File: config.mk
export PLATFORM = sky130hd
export DESIGN_NAME = qpsk_phase_sequencer
export DESIGN_NICKNAME = d
export VERILOG_FILES = /design/src/rtl/qpsk_phase_sequencer.sv
export SDC_FILE = /design/constraint.sdc
export NUM_CORES = 1
export LEC_CHECK = 0
export BUFFER_PORTS_ARGS = -buffer_cell sky130_fd_sc_hd__buf_2
export CAP_MARGIN = 5
export CORE_ASPECT_RATIO = 1.25
export CORE_UTILIZATION = 58
export DETAILED_ROUTE_END_ITERATION = 12
export GPL_ROUTABILITY_DRIVEN = 1
export PLACE_DENSITY = 0.79
export SLEW_MARGIN = 30
export SYNTH_ARGS = -nofsm -noshare
export SYNTH_HDL_FRONTEND = slang
export SYNTH_SLANG_ARGS = --single-unit
File: constraint.sdc
create_clock -name clk -period 2.3 [get_ports clk]
set_input_delay 0.115 -clock clk [delete_from_list [all_inputs] [get_ports clk]]
set_output_delay 0.115 -clock clk [all_outputs]
set_load 0.02 [all_outputs]
File: src/rtl/qpsk_phase_sequencer.sv
// QPSK phase sequencer: packs serial bits into Gray-mapped dibits and sweeps the
// 16-entry carrier sample index, offset by a quarter cycle per symbol.
module qpsk_phase_sequencer #(
  parameter int unsigned CYCLES_PER_SYMBOL = 4,
  parameter int unsigned SAMPLE_DIV        = 1
) (
  input  logic       clk,
  input  logic       rst_n,
  input  logic       enable,
  input  logic       bit_in,
  input  logic       bit_valid,
  output logic       bit_ready,
  output logic [3:0] select,
  output logic       sample_strobe,
  output logic       symbol_start,
  output logic [1:0] dibit,
  output logic       busy,
  output logic       underrun
);

  localparam logic [7:0] CCNT_LAST = 8'(CYCLES_PER_SYMBOL - 1);
  localparam logic [7:0] DCNT_LAST = 8'(SAMPLE_DIV - 1);

  typedef enum logic {S_IDLE = 1'b0, S_RUN = 1'b1} state_t;

  state_t     state_q, state_d;
  logic       half_q, half_d;
  logic       first_q, first_d;
  logic       pend_valid_q, pend_valid_d;
  logic [1:0] pend_q, pend_d;
  logic [1:0] dibit_q, dibit_d;
  logic [3:0] offset_q, offset_d;
  logic [3:0] idx_q, idx_d;
  logic [3:0] select_q, select_d;
  logic [7:0] ccnt_q, ccnt_d;
  logic [7:0] dcnt_q, dcnt_d;
  logic       strobe_q, strobe_d;
  logic       start_q, start_d;
  logic       busy_q, busy_d;
  logic       underrun_q, underrun_d;
  logic       bit_take;
  logic       load;

  function automatic logic [3:0] gray_offset(input logic [1:0] d);
    case (d)
      2'b00:   gray_offset = 4'd0;
      2'b01:   gray_offset = 4'd4;
      2'b11:   gray_offset = 4'd8;
      default: gray_offset = 4'd12;
    endcase
  endfunction

  // Only the second bit of a pair can stall; the first always has room in first_q.
  assign bit_ready = !(half_q && pend_valid_q);

  always_comb begin
    state_d      = state_q;
    half_d       = half_q;
    first_d      = first_q;
    pend_valid_d = pend_valid_q;
    pend_d       = pend_q;
    dibit_d      = dibit_q;
    offset_d     = offset_q;
    idx_d        = idx_q;
    select_d     = select_q;
    ccnt_d       = ccnt_q;
    dcnt_d       = dcnt_q;
    strobe_d     = 1'b0;
    start_d      = 1'b0;
    busy_d       = busy_q;
    underrun_d   = 1'b0;
    load         = 1'b0;
    bit_take     = bit_valid && bit_ready;

    case (state_q)
      S_IDLE: begin
        select_d = 4'd0;
        busy_d   = 1'b0;
        idx_d    = 4'd0;
        ccnt_d   = 8'd0;
        dcnt_d   = 8'd0;
        if (enable && pend_valid_q) load = 1'b1;
      end
      default: begin
        busy_d = 1'b1;
        if (dcnt_q == DCNT_LAST) begin
          dcnt_d = 8'd0;
          if (idx_q == 4'd15 && ccnt_q == CCNT_LAST) begin
            // Symbol boundary: chain the next symbol or fall back to idle.
            if (enable && pend_valid_q) begin
              load = 1'b1;
            end else begin
              state_d    = S_IDLE;
              busy_d     = 1'b0;
              select_d   = 4'd0;
              idx_d      = 4'd0;
              ccnt_d     = 8'd0;
              underrun_d = enable;
            end
          end else begin
            idx_d = idx_q + 4'd1;
            if (idx_q == 4'd15) ccnt_d = ccnt_q + 8'd1;
            select_d = offset_q + idx_d;
            strobe_d = 1'b1;
          end
        end else begin
          dcnt_d = dcnt_q + 8'd1;
        end
      end
    endcase

    if (load) begin
      offset_d     = gray_offset(pend_q);
      dibit_d      = pend_q;
      select_d     = gray_offset(pend_q);
      idx_d        = 4'd0;
      ccnt_d       = 8'd0;
      dcnt_d       = 8'd0;
      strobe_d     = 1'b1;
      start_d      = 1'b1;
      busy_d       = 1'b1;
      state_d      = S_RUN;
      pend_valid_d = 1'b0;
    end

    // A second bit is never taken while pending is full, so this cannot collide with load.
    if (bit_take) begin
      if (!half_q) begin
        first_d = bit_in;
        half_d  = 1'b1;
      end else begin
        pend_d       = {first_q, bit_in};
        pend_valid_d = 1'b1;
        half_d       = 1'b0;
      end
    end
  end

  always_ff @(posedge clk or negedge rst_n) begin
    if (!rst_n) begin
      state_q      <= S_IDLE;
      half_q       <= 1'b0;
      first_q      <= 1'b0;
      pend_valid_q <= 1'b0;
      pend_q       <= 2'd0;
      dibit_q      <= 2'd0;
      offset_q     <= 4'd0;
      idx_q        <= 4'd0;
      select_q     <= 4'd0;
      ccnt_q       <= 8'd0;
      dcnt_q       <= 8'd0;
      strobe_q     <= 1'b0;
      start_q      <= 1'b0;
      busy_q       <= 1'b0;
      underrun_q   <= 1'b0;
    end else begin
      state_q      <= state_d;
      half_q       <= half_d;
      first_q      <= first_d;
      pend_valid_q <= pend_valid_d;
      pend_q       <= pend_d;
      dibit_q      <= dibit_d;
      offset_q     <= offset_d;
      idx_q        <= idx_d;
      select_q     <= select_d;
      ccnt_q       <= ccnt_d;
      dcnt_q       <= dcnt_d;
      strobe_q     <= strobe_d;
      start_q      <= start_d;
      busy_q       <= busy_d;
      underrun_q   <= underrun_d;
    end
  end

  assign select        = select_q;
  assign sample_strobe = strobe_q;
  assign symbol_start  = start_q;
  assign dibit         = dibit_q;
  assign busy          = busy_q;
  assign underrun      = underrun_q;

endmodule

=== Word-level counts from Yosys, hierarchy flattened ===
Index checks and enable logic that the tools add are counted.

* Add/sub/neg operators: 4
* Equal/unequal tests: 7
* Mux-type cells: 40
* Bitwise logic cells: 1
* Reductions and logical operators: 11

{| class="wikitable"
|+ Operators by type and width
! operator !! number
|-
| 8-bit two-way mux || 9
|-
| 4-bit two-way mux || 9
|-
| 1-bit two-way mux || 21
|-
| 8-bit by 1-bit adder with 8-bit output, second input constant || 2
|-
| 4-bit one-hot mux with 3 select lines || 1
|-
| 8-bit by 2-bit == test with 1-bit output, second input constant || 1
|-
| 8-bit zero test || 1
|-
| 2-bit AND reduction || 3
|-
| 4-bit by 1-bit adder with 4-bit output, second input constant || 1
|-
| 4-bit adder || 1
|-
| 4-bit == test, second input constant || 1
|-
| 1-bit logical AND || 4
|-
| 4-bit by 1-bit inequality test with 1-bit output, second input constant || 1
|-
| 4-bit inequality test, second input constant || 1
|-
| 3-bit by 1-bit inequality test with 1-bit output, second input constant || 1
|-
| 3-bit AND reduction || 1
|-
| 2-bit by 1-bit == test with 1-bit output, second input constant || 1
|-
| 2-bit == test, second input constant || 1
|-
| 2-bit zero test || 1
|-
| 1-bit zero test || 1
|-
| 1-bit NOT || 1
|}

* Flip-flop bits (word level): 39
* Input port bits: 5
* Output and inout bits: 11
* Logic and storage cells: 77

=== Longest topological paths before layout ===
Gate-level depths: netlist (run 1).

* Word-level depth: 8
* Mapped depth: 8

=== Worst setup path before layout (run 1) ===
No wires, ideal clock.

* Kind: register to register
* From: register dcnt_q[0]
* To: register dibit_q[0] (netlist: dibit[0])
* Library setup time: 125 ps
* Arrival time: 1658 ps
* Required time: 2175 ps
* Slack: 517 ps
* Stages on the path, launching flop included: 8
* Buffers on the path: 0
* Path through: dfrtp_1 inv_1 ha_1 nor3b_1 nand2_2 o21ai_4 nand2_4 mux2_4

* Cells in the longest elaborated chain, start to end: 3

{| class="wikitable"
|+ RTL lines
! item !! line !! source
|-
| start: declaration || 36 || <nowiki>logic [7:0] dcnt_q, dcnt_d;</nowiki>
|-
| start signal: assignment || 167 || <nowiki>dcnt_q <= dcnt_d;</nowiki>
|-
| 8-bit zero test || 86 || <nowiki>if (dcnt_q == DCNT_LAST) begin</nowiki>
|-
| 1-bit two-way mux || 86 ||
|-
| 1-bit two-way mux || 75 || <nowiki>case (state_q)</nowiki>
|-
| end signal: assignment || 162 || <nowiki>dibit_q <= dibit_d;</nowiki>
|-
| end: declaration || 31 || <nowiki>logic [1:0] dibit_q, dibit_d;</nowiki>
|}

No other way between the ends.
A chain may end at the register's enable or synchronous reset.

=== Final worst setup path (run 1) ===
* From: register dcnt_q[0]
* To: register dibit_q[1] (netlist: dibit[1])

Same word-level chain as after synthesis.

==> results of run 1 <==
## state kept, by name, indices dropped and copies added, names as in the netlist
name,flops
pend_valid_q,1
dibit,2
half_q,1
busy,1
offset_q,2
select,2
idx_q,4
underrun,1
first_q,1
sample_strobe,1
ccnt_q,8
symbol_start,1
dcnt_q,8
pend_q,2
## report_power, final
part           internal (mW)  total (mW)  switching, mW
Clock                  0.229       0.449          0.221
Sequential             0.628       0.638         0.0101
Combinational         0.0241      0.0560         0.0318
Total                  0.880        1.14          0.263
## cell type report
class	count	area share (%)
Tap cell	36	2.25
Clock inverter	3	2.18
Timing Repair Buffer	19	5.49
Multi-Input combinational cell	125	43.8
Clock buffer	5	1.87
Sequential cell	35	43.7
Inverter	4	0.749
## placed cells by master, fill, tap and decap left out, types with 4 or more instances in the layout
cell type,netlist,final
dfrtp_1,35,35
nand2_1,18,18
buf_2,1,15
nand3_1,11,11
xor2_1,9,9
nor2_1,9,9
a21oi_1,8,8
and2_1,7,7
ha_1,7,7
and3_1,5,5
xnor2_1,5,5
clkbuf_4,0,5
a21boi_1,4,4
nor2b_1,4,4
## synth_stat cells, types with 3 or more instances
cell / count / area (µm²)
dfrtp_1: 35 / 876
nand2_1: 18 / 67.6
nand3_1: 11 / 55.1
nor2_1: 9 / 33.8
xor2_1: 9 / 78.8
a21oi_1: 8 / 40.0
and2_1: 7 / 43.8
ha_1: 7 / 87.6
and3_1: 5 / 31.3
xnor2_1: 5 / 43.8
a21boi_1: 4 / 30.0
clkbuf_1: 4 / 15.0
nor2b_1: 4 / 25.0
inv_1: 3 / 11.3
mux2_2: 3 / 33.8
nor3_1: 3 / 15.0
o21ai_0: 3 / 15.0
## critical path: stages (launching register included)
cell     delay, ns
dfrtp_1       0.46
inv_1         0.08
ha_1          0.13
nor3b_1       0.35
nand2_2       0.21
o21ai_4       0.31
nand2_4       0.12
mux2_4        0.30
## cells by family after synthesis
group,Yosys count
adders and majority gates,7
muxes,5
xor gates and xnor gates,14
and+or+nand+nor,73
AOI/OAI and AO/OA,26
buffers and inverters,11
DFF,35
## worst paths after layout
| check | from | end | slack [ns] | cells past startpoint |
|---|---|---|---|---|
| max in group asynchronous | rst_n | ccnt_q[7]$_DFFE_PN0P_ | 1.44 | 2 |
| setup reg to reg | dcnt_q[0]$_DFF_PN0_ | dibit[1]$_DFFE_PN0P_ | 0.25 | 7 |
| hold / removal | bit_in | first_q$_DFFE_PN0P_ | 0.009 | 2 |
| hold reg to reg | first_q$_DFFE_PN0P_ | pend_q[1]$_DFFE_PN0P_ | 0.52 | 1 |
| setup / recovery | dcnt_q[0]$_DFF_PN0_ | dibit[1]$_DFFE_PN0P_ | 0.25 | 7 |
| min in group asynchronous | rst_n | dcnt_q[6]$_DFF_PN0_ | 0.35 | 2 |
## routing by layer
layer  wire length [µm]  part of all wire (%)  vias to the layer above
met1               1450                    42                      662
met3                 94                   2.7                        7
met4                 77                   2.2                        0
li1                   -                     -                      638
met2               1810                    53                       34
met5                  0                     0                        -
## timing repair
action / CTS / global route
hold buffers: 2 / 0
setup buffers: 0 / 0
endpoints found under the setup margin: 0 / 0
hold endpoints to repair: 36 / 0
## stage by stage
step | utilization [%] | area, µm² | power (mW) | hold WS (ns) | cells
CTS | 68.1 | 2000 | 1.16 | 0.00148 | 227
global placement | 64.6 | 1900 | 0.700 | 0.220 | 217
global route | 68.1 | 2000 | 1.19 | 0.0109 | 227
floorplan | - | 1800 | 0.678 | -0.181 | 171
finish | 68.1 | 2000 | 1.14 | 0.00877 | 227
detailed placement | 64.6 | 1900 | 0.705 | 0.231 | 217
==> PnR_summary.wiki, run 1 <==
{| class="wikitable"
! Metric !! Value
|-
| Final total negative setup slack || 0 ns
|-
| Number of clock buffers inserted by TritonCTS || 5
|-
| Setup repair after global routing missed its margin || no
|-
| CTS tree || built
|-
| Ys Warns || 0
|-
| Effective utilization at floorplan || 61.2%
|-
| Met2 Resource Use GR || 40.4%
|-
| Top Ports || 16
|-
| Portion of the clock cycle consumed by the worst path in the final layout || 89.3%
|-
| Fraction of met1 tracks used by global routing || between 30% and 40%
|-
| Class of the most critical setup path || reg -> reg
|-
| Endpoint type of the worst setup path || flop
|-
| Area used by sequential logic in the layout || 876 µm²
|-
| Total nets after synthesis || 183
|-
| Type of origin of the critical path || flop
|-
| Global-route layer with the greatest usage || met2
|-
| Number of rows in the core area || 22
|-
| Per-cell routed wire length || between 15 and 20 µm
|-
| Buffer cell driving the clock tree root || clkbuf_4
|-
| Clk Latency, worst-skew pair || about 0.36 ns
|-
| Share of synthesized cell area in and, or, nand and nor gates || approximately a quarter
|-
| Share of the synthesized area in compound gates (AO/OA/AOI/OAI) || 9.99%
|-
| Post-layout min period || just over 2 ns
|-
| Worst vdd rail ir drop || between 0.0004 and 0.0005 V
|-
| Xor/xnor share of the synthesized area || 6.80%
|-
| Number of endpoints with negative hold slack in the final report || 0
|-
| Post-synthesis sequential area ratio || 48.6%
|-
| GRT Overall Usage || between 20% and 30%
|-
| TritonRoute pass-1 iters || 4
|-
| Core area || 2950 µm²
|-
| Result of the run || finished, final reports clean
|-
| X dimension of the die || just over 50 µm
|-
| Die height || about 64 µm
|-
| Final GP Congestion || 0.795
|-
| Number of maximum-capacitance violations || 0
|-
| Post-Route WL || approximately 3400 µm
|-
| DR iter-0 viols || 51
|-
| Vias in the first global route || 1,339
|-
| Highest net fanout along the worst path || 7
|-
| Total grt overflow || 0
|-
| Post-Place Setup Slack || approximately 0.27 ns
|-
| Smallest setup slack after layout || 0.247 ns
|-
| Number of inserted filler cells in the final layout || 221
|-
| Setup violation total in the final timing report || 0
|-
| Power Density || 570 nW/µm²
|-
| CP Data Required Time || 2.56 ns
|-
| Mapped Cells || 171
|-
| # resized after CTS || 0
|-
| Antenna violations before repair || 0
|-
| Async S/R FF share, synth || 100%
|-
| Count of nets after finishing || approximately 200
|-
| Die area || approximately 3300 µm²
|-
| Number of vias per cell || between 5 and 6
|-
| Combinational family with the most area after synthesis || simple AND/OR/NAND/NOR gates
|-
| Maximum clock insertion buffer count || 2
|-
| Number of levels in the clock H-tree || 2
|-
| Maximum number of pins on one net before global-route repair || 36
|-
| Diodes inserted || 0
|-
| DRC violation count after routing || 0
|-
| Clk_skew || 0.0217 ns
|-
| Share of post-route cells with drive strength above 1 || 21.5%
|-
| Leak Pwr || 0.993 nW
|-
| Relative slew slack || about 50%
|-
| Netlist area before placement || 1800 µm²
|-
| Area added between synthesis and finish || 11.2%
|-
| Ys flop type || dfrtp_1
|-
| Post-synthesis share of cell area spent on full adders, half adders and majority gates || 4.86%
|-
| Wire length of the first global-routing pass || 5980 µm
|-
| Number of nets with antenna violations after routing || 0
|-
| Number of synthesized register bits || 35
|-
| Placed wire-length estimate after detailed placement || around 2400 µm
|-
| Worst path arrival time || 2.31 ns
|-
| Final Max Slew Viols || 0
|-
| Count of flip-flops with a built-in enable after synthesis || 0
|-
| Post-CTS clock slew at the launch and capture registers of the worst setup and hold paths || 0.12 ns
|-
| Multi-input gate area in the final layout || between 800 and 900 µm²
|-
| Upper clock frequency limit || 0.487 GHz
|-
| Routing usage on met3 || 6.67%
|-
| Slew at the pin closest to its max-slew limit || between 0.7 and 0.8 ns
|-
| Share of cell area taken by muxes after synthesis || roughly 3.5%
|-
| Kind of path behind the tightest hold check || in -> reg
|-
| Syn_area_per_cell || 10.5 µm²
|-
| TritonCTS sink count || 35
|-
| Overall via count from detail_route || 1,341
|-
| Count of port buffers added during placement || 15
|-
| Post-synth cell types || 42
|}
No activity file was read; power rests on OpenSTA's default activity.
==> run 2: changes to the inputs <==
--- a/config.mk
+++ b/config.mk
@@ -8,6 +8,7 @@
 export BUFFER_PORTS_ARGS = -buffer_cell sky130_fd_sc_hd__buf_2
 export CAP_MARGIN = 5
 export CORE_ASPECT_RATIO = 1.25
+export CORE_MARGIN = 2
 export CORE_UTILIZATION = 58
 export DETAILED_ROUTE_END_ITERATION = 12
 export GPL_ROUTABILITY_DRIVEN = 1
==> PnR_summary.wiki, run 2 (synthesis gave the netlist of run 1 again) <==
{| class="wikitable"
! Metric !! Value
|-
| Total placed cells including tap cells || 217
|-
| GRT Overall Usage || 25.0%
|-
| Endpoint type of the worst setup path || flop
|-
| Setup repair after global routing missed its margin || no
|-
| Die area || 3570 µm²
|-
| Setup violation total in the final timing report || 0
|-
| Effective utilization at floorplan || about three fifths
|-
| TritonCTS sink count || 35
|-
| Final instance area || 2040 µm²
|-
| Clk_skew || 0.0121 ns
|-
| Final GP Congestion || 0.799
|-
| Buf+Inv Stages, Crit Path || 1
|-
| Placed wire-length estimate after detailed placement || 2400 µm
|-
| Total grt overflow || 0
|-
| Share of the core filled with cells || 69.2%
|-
| Reg-to-Reg Start || dcnt_q[0]$_DFF_PN0_
|-
| Buffer cell driving the clock tree root || clkbuf_4
|-
| Count of port buffers added during placement || 15
|-
| Maximum number of pins on one net before global-route repair || 36
|-
| Top Ports || 16
|-
| Maximum clock insertion buffer count || 2
|-
| Worst slack on hold paths || 0.0208 ns
|-
| Final Instance Count excl. Fillers || ~230
|-
| Slew at the pin closest to its max-slew limit || just under 0.8 ns
|-
| CP max stage cell || dfrtp_1
|-
| Upper clock frequency limit || 0.480 GHz
|-
| Kind of path behind the tightest hold check || in -> reg
|-
| Core area || 2950 µm²
|-
| Post-CTS clock slew at the launch and capture registers of the worst setup and hold paths || 0.12 ns
|-
| Antenna violations before repair || 0
|-
| Number of buffers added for setup after CTS || 0
|-
| Cell-by-cell listing of the critical path || inv_1 -> ha_1 -> nor3b_1 -> nand2_2 -> o21ai_4 -> nand2_4 -> mux2_4
|-
| Vias in the first global route || 1,382
|-
| Number of levels in the clock H-tree || 2
|-
| Worst path arrival time || 2.35 ns
|-
| Highest net fanout along the worst path || 7
|-
| Number of vias per cell || 5.86
|-
| Net switching power of the design || 0.268 mW
|-
| Flop pwr share || 50.6%
|-
| Final total negative setup slack || 0 ns
|-
| Clk Latency, worst-skew pair || 0.36 ns
|-
| Post-layout min period || approximately 2.1 ns
|-
| Category of cells accounting for the largest share of critical-path delay || simple AND/OR/NAND/NOR gates
|-
| Count of hold buffers inserted by post-cts repair || 3
|-
| Portion of total power attributed to the clock network || between 40% and 50%
|-
| Worst Hold End || half_q$_DFFE_PN0P_
|-
| Max stage delay on crit path || 0.45 ns
|-
| CP Data Required Time || 2.56 ns
|-
| CTS tree || built
|-
| Number of nets with antenna violations after routing || 0
|-
| Cell depth of the worst min-delay path || 2
|-
| Class of the most critical setup path || reg -> reg
|-
| Type of origin of the critical path || flop
|-
| Final Max Slew Viols || 0
|-
| Power Density || 618 nW/µm²
|-
| Most frequent standard cell in the layout excluding fill and tap cells || dfrtp_1
|-
| TritonRoute pass-1 iters || 4
|-
| Number of maximum-capacitance violations || 0
|-
| Number of rows in the core area || 22
|-
| Worst vdd rail ir drop || a little over 0.0007 V
|-
| Count of nets after finishing || roughly 200
|-
| Worst hold start || bit_valid
|-
| Leak Pwr || 1.00 nW
|-
| Die height || 66.3 µm
|-
| R2r endpoint || dibit[1]$_DFFE_PN0P_
|-
| Placed Instance Area || 1900 µm²
|-
| Number of endpoints with negative hold slack in the final report || 0
|-
| Cell internal pwr || 0.991 mW
|-
| Portion of the clock cycle consumed by the worst path in the final layout || 90.7%
|-
| Proportion of power drawn by combinational gates || approximately 4.6%
|-
| Fraction of power spent switching nets || 21.3%
|-
| Relative slew slack || 48.3%
|-
| Area added between synthesis and finish || 13.0%
|-
| Overall via count from detail_route || 1,336
|-
| Diodes inserted || 0
|-
| Regs by FF count || ccnt_q (8), dcnt_q (8), idx_q (4)
|-
| Per-cell routed wire length || about 16 µm
|-
| Result of the run || finished, final reports clean
|-
| Share of post-route cells with drive strength above 1 || a little over a fifth
|-
| DR iter-0 viols || 36
|-
| Leading cell types in the layout, fill and taps excluded || dfrtp_1, nand2_1, buf_2
|-
| Wire length of the first global-routing pass || 6270 µm
|-
| Path depth of the worst reg2reg path || 7
|-
| # resized after CTS || 0
|-
| Post-Route WL || 3540 µm
|-
| X dimension of the die || roughly 54 µm
|-
| Worst reg-to-reg setup slack || 0.21 ns
|-
| DRC violation count after routing || 0
|-
| Number of clock buffers inserted by TritonCTS || 5
|}
==> run 2: cell count changes in the layout (fill, tap and decap cells not counted) <==
cell | previous run | this run
clkinv_4 | 1 | 0
clkinv_2 | 1 | 0
dlygate4sd3_1 | 2 | 3
bufinv_16 | 1 | 2
clkinvlp_4 | 0 | 1
==> run 2: layer usage <==
layer / GRT usage (%) / part of all wire (%) / vias up
met4: 10.6 / 2.5 / 0
met2: 41.6 / 52 / 42
met3: 6.11 / 4.6 / 12
met5: 0 / 0 / -
li1: - / - / 635
met1: 29.9 / 41 / 647
==> run 2: worst max-delay path by stage <==
stage                              startpoint               endpoint  slack, ns  depth (start not counted)
after global routing      dcnt_q[0]$_DFF_PN0_  ccnt_q[4]$_DFFE_PN0P_       0.03                          6
after detailed placement  dcnt_q[0]$_DFF_PN0_   dibit[1]$_DFFE_PN0P_       0.29                          7
final                     dcnt_q[0]$_DFF_PN0_   dibit[1]$_DFFE_PN0P_       0.21                          7
after CTS                 dcnt_q[0]$_DFF_PN0_   dibit[1]$_DFFE_PN0P_       0.25                          7
after global placement    dcnt_q[0]$_DFF_PN0_   dibit[1]$_DFFE_PN0P_       0.38                          7
after floorplan           dcnt_q[0]$_DFF_PN0_   dibit[0]$_DFFE_PN0P_       0.52                          7
==> run 2: power by group through the flow <==
| stage | clock [mW] | sequential (mW) | combinational [mW] |
|---|---|---|---|
| 6_report | 0.564 | 0.638 | 0.0577 |
| 5_1_grt | 0.592 | 0.639 | 0.0662 |
| 4_1_cts | 0.571 | 0.638 | 0.0584 |
| 3_5_place_dp | 0 | 0.650 | 0.0542 |
| 3_3_place_gp | 0 | 0.649 | 0.0515 |
| 2_1_floorplan | 0 | 0.647 | 0.0310 |
==> run 2: final cells by class <==
class | instances | area [µm²]
clock buffers | 5 | 37.5
clock inverters | 3 | 67.6
fillers | 226 | 907
inverters | 4 | 15.0
multi-input cells | 125 | 877
flip-flops and latches | 35 | 876
well taps | 36 | 45.0
repair buffers | 20 | 120
==> run 2: per-stage QoR <==
stage	power, mW	setup WS, ns
2_1_floorplan	0.678	0.517
3_3_place_gp	0.700	0.379
3_5_place_dp	0.704	0.287
4_1_cts	1.27	0.252
5_1_grt	1.30	0.0312
6_report	1.26	0.215
